## config.mk

```make
export PLATFORM = sky130hd
export DESIGN_NAME = axis_upsp_pixel_bridge
export DESIGN_NICKNAME = d
export VERILOG_FILES = /design/src/rtl/sr_axis_pkg.sv /design/src/rtl/axis_upsp_pixel_bridge_sync_fifo.sv /design/src/rtl/axis_upsp_pixel_bridge.sv
export SDC_FILE = /design/constraint.sdc
export NUM_CORES = 1
export LEC_CHECK = 0
export ABC_AREA = 1
export BUFFER_PORTS_ARGS = -buffer_cell sky130_fd_sc_hd__buf_2
export CAP_MARGIN = 25
export CORE_ASPECT_RATIO = 0.7
export CORE_UTILIZATION = 45
export DETAILED_ROUTE_END_ITERATION = 7
export PLACE_DENSITY = 0.67
export SYNTH_ARGS = -nofsm -noshare
export SYNTH_HDL_FRONTEND = slang
export SYNTH_HIERARCHICAL = 1
export SYNTH_SLANG_ARGS = --single-unit
```

## constraint.sdc

```tcl
create_clock -name clk -period 3.65 [get_ports clk]
set_clock_uncertainty 0.2 [all_clocks]
set_input_delay 0.1825 -clock clk [delete_from_list [all_inputs] [get_ports clk]]
set_output_delay 0.1825 -clock clk [all_outputs]
set_load 0.05 [all_outputs]
```

## src/rtl/sr_axis_pkg.sv

```systemverilog
// ----------------------------------------------------------------------------
// sr_axis_pkg
// Shared types and helpers for the AXI-Stream to upsampler pixel bridge.
//   bridge_state_e : frame-sequencing FSM states
//   cnt_w()        : bit width needed to hold 0..n-1 (never less than 1)
// ----------------------------------------------------------------------------
package sr_axis_pkg;

    typedef enum logic [1:0] {
        IDLE  = 2'd0,
        RUN   = 2'd1,
        DRAIN = 2'd2,
        DONE  = 2'd3
    } bridge_state_e;

    function automatic int cnt_w(input int n);
        return (n < 2) ? 1 : $clog2(n);
    endfunction

endpackage

```

## src/rtl/axis_upsp_pixel_bridge_sync_fifo.sv

```systemverilog
// ----------------------------------------------------------------------------
// sync_fifo
// Single-clock FIFO with a registered read port: the entry at the head is
// loaded into rdata on the cycle a pop is accepted and held until the next pop.
// Ports:
//   clk, rst        clock, synchronous active-high reset (empties the FIFO)
//   push, wdata     write request / data (ignored while full)
//   pop             read request (ignored while empty)
//   rdata           registered head data, 0 after reset
//   full, empty     occupancy flags
//   level           current occupancy, 0..DEPTH
// DEPTH must be a power of two, >= 2.
// ----------------------------------------------------------------------------
module sync_fifo #(
    parameter int DEPTH = 16,
    parameter int WIDTH = 32
) (
    input  logic                     clk,
    input  logic                     rst,
    input  logic                     push,
    input  logic [WIDTH-1:0]         wdata,
    input  logic                     pop,
    output logic [WIDTH-1:0]         rdata,
    output logic                     full,
    output logic                     empty,
    output logic [$clog2(DEPTH):0]   level
);

    localparam int AW = $clog2(DEPTH);

    logic [WIDTH-1:0] mem [DEPTH];
    logic [AW-1:0]    wr_ptr;
    logic [AW-1:0]    rd_ptr;
    logic [AW:0]      count;
    logic             push_ok;
    logic             pop_ok;

    assign full    = (count == (AW+1)'(DEPTH));
    assign empty   = (count == '0);
    assign level   = count;
    assign push_ok = push && !full;
    assign pop_ok  = pop && !empty;

    // Storage needs no reset; occupancy is tracked by count.
    always_ff @(posedge clk) begin
        if (push_ok) begin
            mem[wr_ptr] <= wdata;
        end
    end

    always_ff @(posedge clk) begin
        if (rst) begin
            wr_ptr <= '0;
            rd_ptr <= '0;
            count  <= '0;
            rdata  <= '0;
        end else begin
            if (push_ok) begin
                wr_ptr <= wr_ptr + AW'(1);
            end
            if (pop_ok) begin
                rdata  <= mem[rd_ptr];
                rd_ptr <= rd_ptr + AW'(1);
            end
            case ({push_ok, pop_ok})
                2'b10:   count <= count + (AW+1)'(1);
                2'b01:   count <= count - (AW+1)'(1);
                default: count <= count;
            endcase
        end
    end

endmodule

```

## src/rtl/axis_upsp_pixel_bridge.sv

```systemverilog
// ----------------------------------------------------------------------------
// axis_upsp_pixel_bridge
// Feeds the upsampler's pixel-read port from an AXI-Stream source. Source
// pixels are buffered in a small FIFO; each accepted upsp_ac_rd returns one
// pixel on the next cycle. One frame (SRC_IMG_WIDTH x SRC_IMG_HEIGHT beats)
// is counted per start, and frame_done pulses once the last pixel has been
// handed over.
//
// Optional feature macro: AXIS_TLAST_CHECK_EN
//   defined   -> tlast_err port present; each accepted beat must carry
//                tlast == (last column); a mismatch sets sticky tlast_err.
//   undefined -> no tlast_err port, s_axis_tlast is ignored.
//
// Ports:
//   clk, rst                 clock, synchronous active-high reset
//   start                    1-cycle frame start, honoured only in IDLE
//   s_axis_tvalid/tready/tdata/tlast   pixel stream slave
//   upsp_ac_rd               pixel read request
//   ac_upsp_rvalid/rdata     read response, one cycle after an accepted rd
//   fifo_level               FIFO occupancy
//   frame_done               1-cycle pulse, frame fully delivered
//   tlast_err                sticky row-framing error (feature macro only)
//
// State | meaning
// IDLE  | waiting for start, stream not accepted
// RUN   | accepting source beats for the current frame
// DRAIN | all beats received, waiting for the upsampler to read them out
// DONE  | single cycle, frame_done asserted
// ----------------------------------------------------------------------------
module axis_upsp_pixel_bridge
    import sr_axis_pkg::*;
#(
    parameter int AXIS_DATA_WIDTH = 32,
    parameter int UPSP_DATA_WIDTH = 32,
    parameter int SRC_IMG_WIDTH   = 1920,
    parameter int SRC_IMG_HEIGHT  = 1080,
    parameter int FIFO_DEPTH      = 16
) (
    input  logic                            clk,
    input  logic                            rst,
    input  logic                            start,
    input  logic                            s_axis_tvalid,
    output logic                            s_axis_tready,
    input  logic [AXIS_DATA_WIDTH-1:0]      s_axis_tdata,
    input  logic                            s_axis_tlast,
    input  logic                            upsp_ac_rd,
    output logic                            ac_upsp_rvalid,
    output logic [UPSP_DATA_WIDTH-1:0]      ac_upsp_rdata,
    output logic [$clog2(FIFO_DEPTH):0]     fifo_level,
    output logic                            frame_done
`ifdef AXIS_TLAST_CHECK_EN
   ,output logic                            tlast_err
`endif
);

    localparam int PIX_TOTAL = SRC_IMG_WIDTH * SRC_IMG_HEIGHT;
    localparam int COL_W     = cnt_w(SRC_IMG_WIDTH);
    localparam int ROW_W     = cnt_w(SRC_IMG_HEIGHT);
    localparam int RD_W      = $clog2(PIX_TOTAL + 1);

    localparam logic [COL_W-1:0] COL_LAST = COL_W'(SRC_IMG_WIDTH - 1);
    localparam logic [ROW_W-1:0] ROW_LAST = ROW_W'(SRC_IMG_HEIGHT - 1);
    localparam logic [RD_W-1:0]  RD_TOTAL = RD_W'(PIX_TOTAL);

    generate
        if (UPSP_DATA_WIDTH != AXIS_DATA_WIDTH) begin : g_bad_width
            $error("UPSP_DATA_WIDTH must equal AXIS_DATA_WIDTH");
        end
        if ((FIFO_DEPTH < 2) || ((FIFO_DEPTH & (FIFO_DEPTH - 1)) != 0)) begin : g_bad_depth
            $error("FIFO_DEPTH must be a power of two >= 2");
        end
    endgenerate

    bridge_state_e    state;
    bridge_state_e    state_nxt;
    logic             fifo_full;
    logic             fifo_empty;
    logic             push;
    logic             pop;
    logic             start_ok;
    logic             last_col;
    logic             last_beat;
    logic [COL_W-1:0] col;
    logic [ROW_W-1:0] row;
    logic [RD_W-1:0]  read_cnt;

    // tready looks only at the registered full flag, so a pop in the same
    // cycle does not open a slot for a push.
    assign s_axis_tready = (state == RUN) && !fifo_full;
    assign push          = s_axis_tvalid && s_axis_tready;
    assign pop           = upsp_ac_rd && !fifo_empty;
    assign start_ok      = (state == IDLE) && start;
    assign last_col      = (col == COL_LAST);
    assign last_beat     = push && last_col && (row == ROW_LAST);

    always_ff @(posedge clk) begin
        if (rst) begin
            state <= IDLE;
        end else begin
            state <= state_nxt;
        end
    end

    always_comb begin
        state_nxt  = state;
        frame_done = 1'b0;
        case (state)
            IDLE:  if (start) state_nxt = RUN;
            RUN:   if (last_beat) state_nxt = DRAIN;
            DRAIN: if ((read_cnt == RD_TOTAL) && fifo_empty) state_nxt = DONE;
            DONE: begin
                frame_done = 1'b1;
                state_nxt  = IDLE;
            end
            default: state_nxt = IDLE;
        endcase
    end

    always_ff @(posedge clk) begin
        if (rst) begin
            col            <= '0;
            row            <= '0;
            read_cnt       <= '0;
            ac_upsp_rvalid <= 1'b0;
        end else begin
            ac_upsp_rvalid <= pop;
            if (start_ok) begin
                col      <= '0;
                row      <= '0;
                read_cnt <= '0;
            end else begin
                if (push) begin
                    if (last_col) begin
                        col <= '0;
                        row <= row + ROW_W'(1);
                    end else begin
                        col <= col + COL_W'(1);
                    end
                end
                if (pop && (read_cnt != RD_TOTAL)) begin
                    read_cnt <= read_cnt + RD_W'(1);
                end
            end
        end
    end

`ifdef AXIS_TLAST_CHECK_EN
    always_ff @(posedge clk) begin
        if (rst) begin
            tlast_err <= 1'b0;
        end else if (start_ok) begin
            tlast_err <= 1'b0;
        end else if (push && (s_axis_tlast != last_col)) begin
            tlast_err <= 1'b1;
        end
    end
`else
    logic unused_tlast;
    assign unused_tlast = s_axis_tlast;
`endif

    sync_fifo #(
        .DEPTH (FIFO_DEPTH),
        .WIDTH (AXIS_DATA_WIDTH)
    ) u_fifo (
        .clk   (clk),
        .rst   (rst),
        .push  (push),
        .wdata (s_axis_tdata),
        .pop   (pop),
        .rdata (ac_upsp_rdata),
        .full  (fifo_full),
        .empty (fifo_empty),
        .level (fifo_level)
    );

endmodule

```

=== After elaboration in Yosys (flattened, before gate mapping) ===
Memories as Yosys holds them, arrays and structs flattened. A register that Yosys moved wholly into a read port is not among the register bits.
Cells that the tools add are included.

* $add $sub $neg: 7
* Eq/ne operators: 13
* Multiplexer cells: 9
* Reduce and logical (&&, ||, !) cells: 18

{| class="wikitable"
|+ Operators with widths
! operator !! count
|-
| 11-bit by 1-bit adder with 11-bit output (second input constant) || 2
|-
| 11-bit equality test (second input constant) || 2
|-
| 21-bit by 1-bit adder with 21-bit output (second input constant) || 1
|-
| 21-bit equality test (second input constant) || 1
|-
| 21-bit != test (second input constant) || 1
|-
| 11-bit two-way mux || 1
|-
| 1-bit logical AND || 10
|-
| 5-bit one-hot mux with 2 select lines || 1
|-
| 4-bit by 1-bit adder with 4-bit output (second input constant) || 2
|-
| 2-bit one-hot mux with 4 select lines || 1
|-
| 2-bit equality test (second input constant) || 3
|-
| 2-bit two-way mux || 3
|-
| 2-bit != test (second input constant) || 3
|-
| 5-bit by 1-bit adder with 5-bit output (second input constant) || 1
|-
| 5-bit equality test (second input constant) || 1
|-
| 5-bit zero test || 1
|-
| 5-bit by 1-bit subtractor with 5-bit output (second input constant) || 1
|-
| 2-bit by 1-bit equality test with 1-bit output (second input constant) || 2
|-
| 1-bit two-way mux || 3
|-
| 3-bit AND reduction || 1
|-
| 1-bit zero test || 2
|-
| 2-bit zero test || 1
|-
| 2-bit AND reduction || 1
|-
| 2-bit nonzero test || 1
|-
| 2-bit OR reduction || 1
|}

* Register bits after elaboration: 59
* Bits in writable memories: 512
* Bits of input ports: 38
* Output and inout bits: 40
* Logic and storage cells: 56
* Memories kept: 1

{| class="wikitable"
|+ Memory list
! name !! words !! width !! read ports !! clocked after memory_dff !! wr ports !! line !! RTL
|-
| u_fifo.mem || 16 || 32 || 1 || 1 || 1 || axis_upsp_pixel_bridge_sync_fifo.sv:31 || <nowiki>logic [WIDTH-1:0] mem [DEPTH];</nowiki>
|}

=== Depth between registers and ports, before layout ===
Gate-level depths: netlist (run 1).

* Depth in word-level cells: 8
* Depth in mapped cells: 19

=== Hierarchy ===
Netlist (run 1), hierarchy kept.

{| class="wikitable"
|+ By module, submodules not included
! module !! times used !! cells an instance !! area an instance (sq um)
|-
| sync_fifo || 1 || 2,293 || 23,747.8
|-
| axis_upsp_pixel_bridge || 1 || 408 || 2,692.6
|}

=== Worst setup path before layout (run 1) ===
No wires, ideal clock.

* Kind: register to register
* Start point: register u_fifo.count[1], in the netlist u_fifo/level[1]
* End point: memory u_fifo.mem[0][0] (enable)
* Data arrival time: 3,028 ps
* Data required time: 3,029 ps
* Slack: 1 ps
* Cell stages (with the launch flop): 11
* Clock period less this slack: 3,649 ps
* Cells stage by stage: dfxtp_1 -> inv_1 -> nand4_1 -> inv_1 -> inv_1 -> nand3_2 -> inv_2 -> nand2_2 -> inv_1 -> nand2_1 -> nor2_1

* Word-level cells in the longest chain between the ends: 7

{| class="wikitable"
|+ RTL lines
! element !! line !! RTL
|-
| start, declared || axis_upsp_pixel_bridge_sync_fifo.sv:34 || <nowiki>logic [AW:0] count;</nowiki>
|-
| start signal, assigned || axis_upsp_pixel_bridge_sync_fifo.sv:66 || <nowiki>2'b10: count <= count + (AW+1)'(1);</nowiki>
|-
| start signal, assigned || axis_upsp_pixel_bridge_sync_fifo.sv:67 || <nowiki>2'b01: count <= count - (AW+1)'(1);</nowiki>
|-
| start signal, assigned || axis_upsp_pixel_bridge_sync_fifo.sv:68 || <nowiki>default: count <= count;</nowiki>
|-
| 5-bit equality test || axis_upsp_pixel_bridge_sync_fifo.sv:38 || <nowiki>assign full = (count == (AW+1)'(DEPTH));</nowiki>
|-
| net fifo_full || axis_upsp_pixel_bridge.sv:76 || <nowiki>logic fifo_full;</nowiki>
|-
| 1-bit zero test || axis_upsp_pixel_bridge.sv:89 || <nowiki>assign s_axis_tready = (state == RUN) && !fifo_full;</nowiki>
|-
| 1-bit logical AND || axis_upsp_pixel_bridge.sv:89 ||
|-
| 1-bit logical AND || axis_upsp_pixel_bridge.sv:90 || <nowiki>assign push = s_axis_tvalid && s_axis_tready;</nowiki>
|-
| net push || axis_upsp_pixel_bridge.sv:78 || <nowiki>logic push;</nowiki>
|-
| 1-bit logical AND || axis_upsp_pixel_bridge_sync_fifo.sv:41 || <nowiki>assign push_ok = push && !full;</nowiki>
|-
| 1-bit two-way mux || axis_upsp_pixel_bridge_sync_fifo.sv:46 || <nowiki>if (push_ok) begin</nowiki>
|-
| 1-bit two-way mux (not written as such) || axis_upsp_pixel_bridge_sync_fifo.sv:47 || <nowiki>mem[wr_ptr] <= wdata;</nowiki>
|-
| end, declared || axis_upsp_pixel_bridge_sync_fifo.sv:31 ||
|}

The timed path passes the listed nets, and every way through them passes these cells.

=== Final worst setup path (run 1) ===
* Start point: register u_fifo.count[1], in the netlist u_fifo/level[1]
* End point: memory u_fifo.mem[4][2] (enable)

Same word-level chain as after synthesis.

==> results of run 1 <==
## worst max-delay path: cells and delay by family (launching register included)
kind | cells | cell delay (ns)
flip-flops | 1 | 0.38
AND/OR/NAND/NOR | 5 | 1.13
buffers and inverters | 6 | 0.91
## how the worst max path moves through the flow
stage | from | endpoint | slack (ns) | cells past startpoint
4_1_cts | u_fifo/level[1] | u_fifo/mem[4][2] | 0.69 | 11
6_report | u_fifo/level[1] | u_fifo/mem[4][2] | 0.69 | 11
2_1_floorplan | u_fifo/level[1] | u_fifo/mem[0][0] | 0.001 | 10
3_5_place_dp | u_fifo/level[1] | u_fifo/mem[5][3] | 0.70 | 11
3_3_place_gp | u_fifo/level[0] | u_fifo/level[4] | 0.75 | 17
5_1_grt | u_fifo/level[0] | u_fifo/level[4] | 0.47 | 17
## power by group through the flow
stage / sequential [mW] / combinational [mW] / clock, mW
floorplan: 8.45 / 2.91 / 0
global route: 7.93 / 4.71 / 6.52
global placement: 8.05 / 4.09 / 0
finish: 7.90 / 4.20 / 6.12
CTS: 7.91 / 4.20 / 6.26
detailed placement: 8.06 / 4.15 / 0
## through the flow
step                      area, sq um  hold WS, ns  cells  utilization [%]
after floorplan                 26400       0.0549   2701                -
after global placement          27600        0.237   3449             48.0
after detailed placement        27600        0.253   3449             48.0
after CTS                       29900        0.248   3595             52.0
after global routing            29900        0.288   3595             52.0
final                           29900        0.257   3597             52.0
## final cells by class
class | count | area, sq um | area share [%]
repair buffers | 160 | 1260 | 4.20
inverters | 364 | 1380 | 4.61
diodes | 2 | 5.00 | 0.0167
clock inverters | 41 | 444 | 1.49
flip-flops and latches | 603 | 17200 | 57.5
well taps | 750 | 938 | 3.14
multi-input cells | 1610 | 7180 | 24.0
clock buffers | 67 | 1500 | 5.00
## routing by layer
metal	up-vias	wire [microns]	track usage, %
met2	621	28400	34.1
met1	8742	27800	29.3
met4	2	1340	5.71
met5	-	12	0
met3	105	4300	3.30
li1	8939	-	-
## registers in the layout (all words and copies together), names as in the netlist, 4 cells and up
register / flops
u_fifo/mem: 512
u_fifo/rdata: 32
read_cnt: 21
col: 11
row: 11
u_fifo/level: 5
u_fifo/rd_ptr: 4
u_fifo/wr_ptr: 4
## cells in the final DEF (no fill, tap or decap), types with 14 or more instances in the layout
master and count:
edfxtp_1 512, ha_1 18, nor3_1 17, dlygate4sd3_1 38, nor2_1 127, dfxtp_1 87
nand2_1 932, nor2_4 17, a21oi_1 41, nand3_1 379, inv_1 355, clkinv_1 14
clkbuf_16 58, buf_2 76, buf_4 34
## cell families (layout without fill, tap and decap cells)
logic type	after synthesis	count (layout)
XOR/XNOR	19	19
buffers and inverters	488	632
AND/OR/NAND/NOR	1504	1504
AO/OA/AOI/OAI	68	68
other	0	2
flip-flops	603	603
adder cells (fa/ha/maj)	19	19
==> metrics.txt, run 1 <==
# TYPE chip_impl_metric gauge
chip_impl_metric{name="maxSlewViolCount",unit=""} 0
chip_impl_info{name="setup.worst_path.class",value="flip-flop to flip-flop"} 1
chip_impl_info{name="grt_setup_unrepaired",value="false"} 1
chip_impl_metric{name="detail_route.vias_per_cell",unit=""} 5.12
chip_impl_metric{name="drc",unit=""} 0
chip_impl_info{name="synth_top_family_by_area",value="simple AND/OR/NAND/NOR gates"} 1
chip_impl_metric{name="top_level_ports",unit=""} 78
chip_impl_metric{name="post_synth.cell_area_avg",unit="sq um"} 9.79
chip_impl_metric{name="clk_latency",unit="ns"} 0.63
chip_impl_metric{name="cts.sink_count",unit=""} 603
chip_impl_info{name="critPathCaptureType",value="flip-flop"} 1
chip_impl_metric{name="hold_fix_buffers_at_cts",unit=""} 38
chip_impl_metric{name="cts_resized",unit=""} 0
chip_impl_metric{name="final_layout_size_suffix_gt1_share",unit="%"} 9.03
chip_impl_metric{name="pre_cts_slack",unit="ns"} 0.701
chip_impl_info{name="path_cells",value="inv_1, nand4_1, inv_1, inv_1, nand3_2, inv_2, nand2_2, inv_1, nand2_1, nor2_4, buf_12"} 1
chip_impl_info{name="critPathLaunchType",value="flip-flop"} 1
chip_impl_metric{name="synthDistinctLibCells",unit=""} 38
chip_impl_info{name="hold_path_end",value="col[10]"} 1
chip_impl_metric{name="post-route-period-util",unit="%"} 81.0
chip_impl_metric{name="number_of_synthesized_register_bits",unit=""} 603
chip_impl_metric{name="power_frac_comb",unit="%"} 23.0
chip_impl_info{name="most_numerous_cell_in_the_yosys_netlist",value="nand2_1"} 1
chip_impl_metric{name="cp_slowest_stage_delay",unit="ns"} 0.41
chip_impl_metric{name="numPortBuffers",unit=""} 76
chip_impl_metric{name="final_antenna_violating_net_count",unit=""} 0
chip_impl_metric{name="synth_warnings",unit=""} 6
chip_impl_metric{name="num_rows",unit=""} 73
chip_impl_info{name="clock_tree_from_tritoncts",value="done"} 1
chip_impl_metric{name="detail_route.iter0.violations",unit=""} 1514
chip_impl_info{name="hold_path_startpoint",value="col[10]"} 1
chip_impl_metric{name="timing.slew.headroom",unit="%"} 30.6
chip_impl_metric{name="first_global_vias",unit=""} 17599
chip_impl_metric{name="layout.nets",unit=""} 2854
chip_impl_metric{name="cts_htree_levels",unit=""} 2
chip_impl_metric{name="routabilityCongestion",unit=""} 0.865
chip_impl_info{name="ys_top_cells_by_area",value="edfxtp_1 (58%), nand2_1 (13%), nand3_1 (7.2%)"} 1
chip_impl_metric{name="cts_buffer_depth",unit=""} 3
chip_impl_metric{name="cts_post_setup_buffers_inserted",unit=""} 0
chip_impl_metric{name="post_synth_mux_area_share",unit="%"} 0
chip_impl_metric{name="power.share.clock",unit="%"} 33.6
chip_impl_metric{name="worst_hold_path.num_cells",unit=""} 1
chip_impl_metric{name="max-cap-violations",unit=""} 0
chip_impl_metric{name="antenna_violations_before_repair",unit=""} 3
chip_impl_metric{name="worstPathRequired",unit="ns"} 3.75
chip_impl_metric{name="syn-num-nets",unit=""} 2758
chip_impl_metric{name="arrival",unit="ns"} 3.06
chip_impl_info{name="top_flip_flop_cell_by_instance_count_after_synthesis",value="edfxtp_1"} 1
chip_impl_info{name="worst_path_max_delay_cell",value="nor2_4"} 1
chip_impl_metric{name="postRouteWirelength",unit="microns"} 61900
chip_impl_metric{name="synthesis.instances",unit=""} 2701
chip_impl_metric{name="dieHeight",unit="microns"} 205
chip_impl_metric{name="timing.final.hold_violations",unit=""} 0
chip_impl_metric{name="xor_xnor_fraction_of_synth_area",unit="%"} 0.629
chip_impl_metric{name="power.density",unit="mW/mm^2"} 609
chip_impl_metric{name="synthArstFlopShare",unit="%"} 0
chip_impl_metric{name="initial_cell_density_of_the_core",unit="%"} 46.0
chip_impl_metric{name="reg2reg_setup_slack",unit="ns"} 0.69
chip_impl_metric{name="yosysSeqAreaShare",unit="%"} 65.0
chip_impl_info{name="synth.top_cells.by_count",value="nand2_1 (932), edfxtp_1 (512), nand3_1 (379), inv_1 (357), nor2_1 (143)"} 1
chip_impl_metric{name="global_route_wire_length_before_repair",unit="microns"} 97700
chip_impl_metric{name="synth-adder-area-share",unit="%"} 0.928
chip_impl_metric{name="vias_after_detailed_routing",unit=""} 18409
chip_impl_metric{name="power.share.sequential",unit="%"} 43.4
chip_impl_metric{name="route.detailed.wl_per_inst",unit="microns"} 17.2
chip_impl_metric{name="switching_power",unit="mW"} 5.81
chip_impl_metric{name="area_growth_syn_to_layout",unit="%"} 13.1
chip_impl_metric{name="drt_first_pass_iters",unit=""} 6
chip_impl_metric{name="setup_tns",unit="ns"} 0
chip_impl_metric{name="power.switching_fraction",unit="%"} 31.9
chip_impl_info{name="critPathMostFrequentCell",value="inv_1"} 1
chip_impl_info{name="timing.rr.start",value="u_fifo/level[1]"} 1
chip_impl_metric{name="period_needed",unit="ns"} 2.96
chip_impl_metric{name="place_hpwl",unit="microns"} 34600
chip_impl_metric{name="number_of_flops_mapped_to_enable_cells_by_yosys",unit=""} 512
chip_impl_metric{name="simple_gate_share_of_the_synthesized_area",unit="%"} 23.7
chip_impl_metric{name="fmax",unit="MHz"} 338
chip_impl_metric{name="setup_ws",unit="ns"} 0.692
chip_impl_metric{name="critical_path.max_fanout",unit=""} 24
chip_impl_metric{name="synth_area",unit="sq mm"} 0.0264
chip_impl_metric{name="ir_drop",unit="mV"} 0.589
chip_impl_metric{name="setup_viol_count_final",unit=""} 0
chip_impl_metric{name="cell_internal_pwr",unit="mW"} 12.4
chip_impl_info{name="synth.largest_area_cell",value="edfxtp_1"} 1
chip_impl_metric{name="worst-r2r-cell-count",unit=""} 11
chip_impl_metric{name="yosys_top_cell_area_share",unit="%"} 58.1
chip_impl_info{name="outcome",value="completed"} 1
chip_impl_metric{name="cts-buffers-inserted",unit=""} 58
chip_impl_metric{name="leakage_power",unit="nW"} 12.3
chip_impl_info{name="holdCritPathClass",value="flip-flop to flip-flop"} 1
chip_impl_metric{name="max_slew.worst_pin.slew",unit="ns"} 1.04
chip_impl_metric{name="grt_max_degree",unit=""} 131
chip_impl_metric{name="die_area",unit="sq mm"} 0.0597
chip_impl_metric{name="core_area",unit="sq mm"} 0.0575
chip_impl_metric{name="share_of_the_synthesized_area_in_compound_gates_ao_oa_aoi_oai",unit="%"} 1.46
chip_impl_metric{name="clk_pin_slew",unit="ns"} 0.06
chip_impl_metric{name="track_usage",unit="%"} 21.0
chip_impl_metric{name="grt.overflow.total",unit=""} 0
chip_impl_metric{name="design_power_total",unit="mW"} 18.2
chip_impl_info{name="worst_r2r_endpoint",value="u_fifo/mem[4][2]"} 1
chip_impl_metric{name="die_width",unit="microns"} 292
chip_impl_metric{name="nFillCells",unit=""} 4975
chip_impl_info{name="ctsRootBufferMaster",value="clkbuf_16"} 1
Note: power is estimated with default switching activity, not from simulation.
==> run 2, diff against run 1 <==
--- a/config.mk
+++ b/config.mk
@@ -5,13 +5,13 @@
 export SDC_FILE = /design/constraint.sdc
 export NUM_CORES = 1
 export LEC_CHECK = 0
-export ABC_AREA = 1
+export ABC_AREA = 0
 export BUFFER_PORTS_ARGS = -buffer_cell sky130_fd_sc_hd__buf_2
 export CAP_MARGIN = 25
 export CORE_ASPECT_RATIO = 0.7
 export CORE_UTILIZATION = 45
 export DETAILED_ROUTE_END_ITERATION = 7
-export PLACE_DENSITY = 0.67
+export PLACE_DENSITY = 0.69
 export SYNTH_ARGS = -nofsm -noshare
 export SYNTH_HDL_FRONTEND = slang
 export SYNTH_HIERARCHICAL = 1
==> constraint.sdc (replaced) <==
create_clock -name clk -period 2.5 [get_ports clk]
set_clock_uncertainty 0.2 [all_clocks]
set_input_delay 0.125 -clock clk [delete_from_list [all_inputs] [get_ports clk]]
set_output_delay 0.125 -clock clk [all_outputs]
set_load 0.05 [all_outputs]
==> metrics.txt, run 2 <==
# TYPE chip_impl_metric gauge
chip_impl_metric{name="worstPathRequired",unit="ns"} 2.76
chip_impl_metric{name="power.switching_fraction",unit="%"} 21.4
chip_impl_metric{name="synthesis.instances",unit=""} 1226
chip_impl_info{name="critPathCaptureType",value="flip-flop"} 1
chip_impl_info{name="layout_common_cells",value="edfxtp_1 (512), mux4_2 (128), dfxtp_1 (83)"} 1
chip_impl_metric{name="post_synth.cell_area_avg",unit="sq um"} 19.5
chip_impl_info{name="layout.cells.most_common",value="edfxtp_1"} 1
chip_impl_metric{name="cts-buffers-inserted",unit=""} 55
chip_impl_metric{name="setup_ws",unit="ns"} -0.571
chip_impl_metric{name="top_level_ports",unit=""} 78
chip_impl_metric{name="worst_hold_path.num_cells",unit=""} 2
chip_impl_metric{name="power.share.clock",unit="%"} 39.6
chip_impl_info{name="setup.worst_path.class",value="flip-flop to flip-flop"} 1
chip_impl_metric{name="fmax",unit="MHz"} 326
chip_impl_metric{name="synth_warnings",unit=""} 6
chip_impl_metric{name="final_antenna_violating_net_count",unit=""} 0
chip_impl_metric{name="area_growth_syn_to_layout",unit="%"} 20.5
chip_impl_info{name="ctsRootBufferMaster",value="clkbuf_16"} 1
chip_impl_metric{name="final_design_area_no_fill",unit="sq mm"} 0.0289
chip_impl_metric{name="cts_buffer_depth",unit=""} 3
chip_impl_metric{name="syn-num-nets",unit=""} 1283
chip_impl_metric{name="vias_after_detailed_routing",unit=""} 12206
chip_impl_metric{name="largest_register_ffs",unit=""} 512
chip_impl_info{name="violations",value="negative setup slack"} 1
chip_impl_metric{name="grt_max_degree",unit=""} 50
chip_impl_metric{name="number_of_flops_mapped_to_enable_cells_by_yosys",unit=""} 512
chip_impl_metric{name="cts_htree_levels",unit=""} 2
chip_impl_metric{name="clk_pin_slew",unit="ns"} 0.06
chip_impl_metric{name="yosys_top_cell_area_share",unit="%"} 64.2
chip_impl_metric{name="grt.overflow.total",unit=""} 0
chip_impl_metric{name="clk_latency",unit="ns"} 0.57
chip_impl_metric{name="yosysSeqAreaShare",unit="%"} 71.8
chip_impl_info{name="clock_tree_from_tritoncts",value="done"} 1
chip_impl_metric{name="dieHeight",unit="microns"} 195
chip_impl_metric{name="switching_power",unit="mW"} 4.52
chip_impl_metric{name="numPortBuffers",unit=""} 76
chip_impl_metric{name="power.density",unit="mW/mm^2"} 730
chip_impl_info{name="outcome",value="finished with violations"} 1
chip_impl_info{name="largest_register",value="u_fifo/mem"} 1
chip_impl_metric{name="final_layout_size_suffix_gt1_share",unit="%"} 37.6
chip_impl_metric{name="number_of_synthesized_register_bits",unit=""} 603
chip_impl_metric{name="routabilityCongestion",unit=""} 0.749
chip_impl_metric{name="postRouteWirelength",unit="microns"} 51200
chip_impl_info{name="largestRegisters",value="u_fifo/mem: 512 flops, u_fifo/rdata: 32 flops, read_cnt: 21 flops"} 1
chip_impl_info{name="synth.largest_area_cell",value="edfxtp_1"} 1
chip_impl_metric{name="period_needed",unit="ns"} 3.07
chip_impl_metric{name="first_global_vias",unit=""} 12393
chip_impl_metric{name="power_frac_comb",unit="%"} 7.7
chip_impl_metric{name="power.share.sequential",unit="%"} 52.8
chip_impl_metric{name="route.detailed.wl_per_inst",unit="microns"} 23.4
chip_impl_metric{name="post-route-period-util",unit="%"} 123
chip_impl_info{name="ys_top_cells_by_area",value="edfxtp_1 (64%), mux4_2 (12%), dfxtp_1 (7.6%)"} 1
chip_impl_metric{name="track_usage",unit="%"} 19.0
chip_impl_metric{name="maxSlewViolCount",unit=""} 0
chip_impl_metric{name="detail_route.iter0.violations",unit=""} 1004
chip_impl_metric{name="initial_cell_density_of_the_core",unit="%"} 45.7
chip_impl_metric{name="placement.cell_area",unit="sq mm"} 0.0263
chip_impl_metric{name="cell_internal_pwr",unit="mW"} 16.6
chip_impl_metric{name="die_width",unit="microns"} 278
chip_impl_info{name="grt_setup_unrepaired",value="true"} 1
chip_impl_metric{name="synth_area",unit="sq mm"} 0.0239
chip_impl_metric{name="max-cap-violations",unit=""} 0
chip_impl_metric{name="leakage_power",unit="nW"} 9.34
chip_impl_metric{name="die_area",unit="sq mm"} 0.0542
chip_impl_metric{name="timing.final.hold_violations",unit=""} 0
chip_impl_metric{name="diodes",unit=""} 0
chip_impl_metric{name="place_hpwl",unit="microns"} 29000
chip_impl_info{name="top_flip_flop_cell_by_instance_count_after_synthesis",value="edfxtp_1"} 1
chip_impl_metric{name="cts.sink_count",unit=""} 603
chip_impl_metric{name="critical_path.max_fanout",unit=""} 3
chip_impl_metric{name="layout.nets",unit=""} 1516
chip_impl_info{name="synth.top_cells.by_count",value="edfxtp_1 (512), mux4_2 (128), dfxtp_1 (91), nor2_1 (68), mux2i_1 (36)"} 1
chip_impl_metric{name="arrival",unit="ns"} 3.33
chip_impl_info{name="holdCritPathClass",value="primary input to flip-flop"} 1
chip_impl_metric{name="global_route_wire_length_before_repair",unit="microns"} 77300
chip_impl_metric{name="drt_first_pass_iters",unit=""} 5
chip_impl_metric{name="synthDistinctLibCells",unit=""} 68
chip_impl_metric{name="synthArstFlopShare",unit="%"} 0
chip_impl_metric{name="max_slew.worst_pin.slew",unit="ns"} 0.523
chip_impl_metric{name="drc",unit=""} 0
chip_impl_metric{name="timing.slew.headroom",unit="%"} 65.1
chip_impl_metric{name="setup_viol_count_final",unit=""} 13
chip_impl_metric{name="num_rows",unit=""} 70
chip_impl_metric{name="worst-r2r-cell-count",unit=""} 14
chip_impl_metric{name="fin_hold_ws",unit="ns"} 0.271
chip_impl_info{name="most_numerous_cell_in_the_yosys_netlist",value="edfxtp_1"} 1
chip_impl_metric{name="antenna_violations_before_repair",unit=""} 2
chip_impl_metric{name="core_area",unit="sq mm"} 0.0524
chip_impl_info{name="critPathLaunchType",value="flip-flop"} 1
chip_impl_metric{name="ir_drop",unit="mV"} 0.523
chip_impl_metric{name="detail_route.vias_per_cell",unit=""} 5.59
## run 2: repair_timing
| action | in CTS | in global routing |
|---|---|---|
| cloned | 0 | 3 |
| gates resized for setup | 8 | 12 |
| pin swaps | 11 | 12 |
| hold buffers | 37 | 0 |
| endpoints found under the hold margin | 552 | 0 |
| setup endpoints to repair | 42 | 336 |
| buffers inserted | 6 | 14 |
## run 2: area by class of cell
class	instances	area, sq um
fill	3975	23500
sequential	603	17200
multi-input combinational	549	6560
timing repair buffer	233	2360
clock buffer	66	1470
tap	684	856
clock inverter	33	320
inverter	17	71.3
## run 2: worst paths after layout
path / start / to / slack (ns)
max: u_fifo/level[3] / u_fifo/level[4] / -0.57
min: s_axis_tdata[18] / u_fifo/mem[2][18] / 0.27
max reg2reg: u_fifo/level[3] / u_fifo/level[4] / -0.57
min reg2reg: u_fifo/rdata[17] / u_fifo/rdata[17] / 0.29
## run 2: power by group through the flow
stage          combinational, mW  clock, mW  sequential [mW]
6_report                    1.61       8.34             11.1
5_1_grt                     1.75       8.90             11.1
2_1_floorplan              0.852          0             11.4
3_5_place_dp                1.49          0             11.3
3_3_place_gp                1.46          0             11.3
4_1_cts                     1.58       8.50             11.1
## run 2: routing by layer
| layer | global-route usage [%] | wire length [microns] | share of wire (%) | up-vias |
|---|---|---|---|---|
| met5 | 0 | 10 | 0.020 | - |
| met4 | 3.70 | 654 | 1.3 | 2 |
| met3 | 2.87 | 2880 | 5.6 | 57 |
| met2 | 30.3 | 24400 | 48 | 326 |
| met1 | 28.0 | 23200 | 45 | 6414 |
| li1 | - | - | - | 5407 |
## run 2: per-stage QoR
stage / util [%] / power, mW / TNS [ns] / std cells / setup WS [ns]
floorplan: - / 12.3 / -188.86 / 1226 / -0.790
global placement: 50.2 / 12.8 / -0.928 / 2026 / -0.580
detailed placement: 50.2 / 12.8 / -1.17 / 2026 / -0.601
CTS: 54.6 / 21.2 / -0.851 / 2168 / -0.535
global route: 55.1 / 21.8 / -4.58 / 2185 / -0.675
finish: 55.1 / 21.1 / -1.34 / 2185 / -0.571
## run 2: critical path: stages (launching register included)
cell and delay (ns):
dfxtp_4 0.34, or4_4 0.55, nor2_4 0.10, nand2b_4 0.14, clkinv_4 0.05, o21ai_4 0.06
inv_4 0.06, ha_4 0.18, buf_4 0.13, buf_6 0.11, ha_4 0.27, o21ai_2 0.06
nand3_1 0.07, or3b_1 0.35, mux2_2 0.27
## run 2: cell families after synthesis
logic type	Yosys count	share of synthesized area, %
AOI/OAI and AO/OA	103	3.94
xor gates and xnor gates	38	1.39
DFF	603	71.8
adders and majority gates	19	1.02
and+or+nand+nor	192	4.34
muxes	197	15.5
buffers and inverters	74	1.96
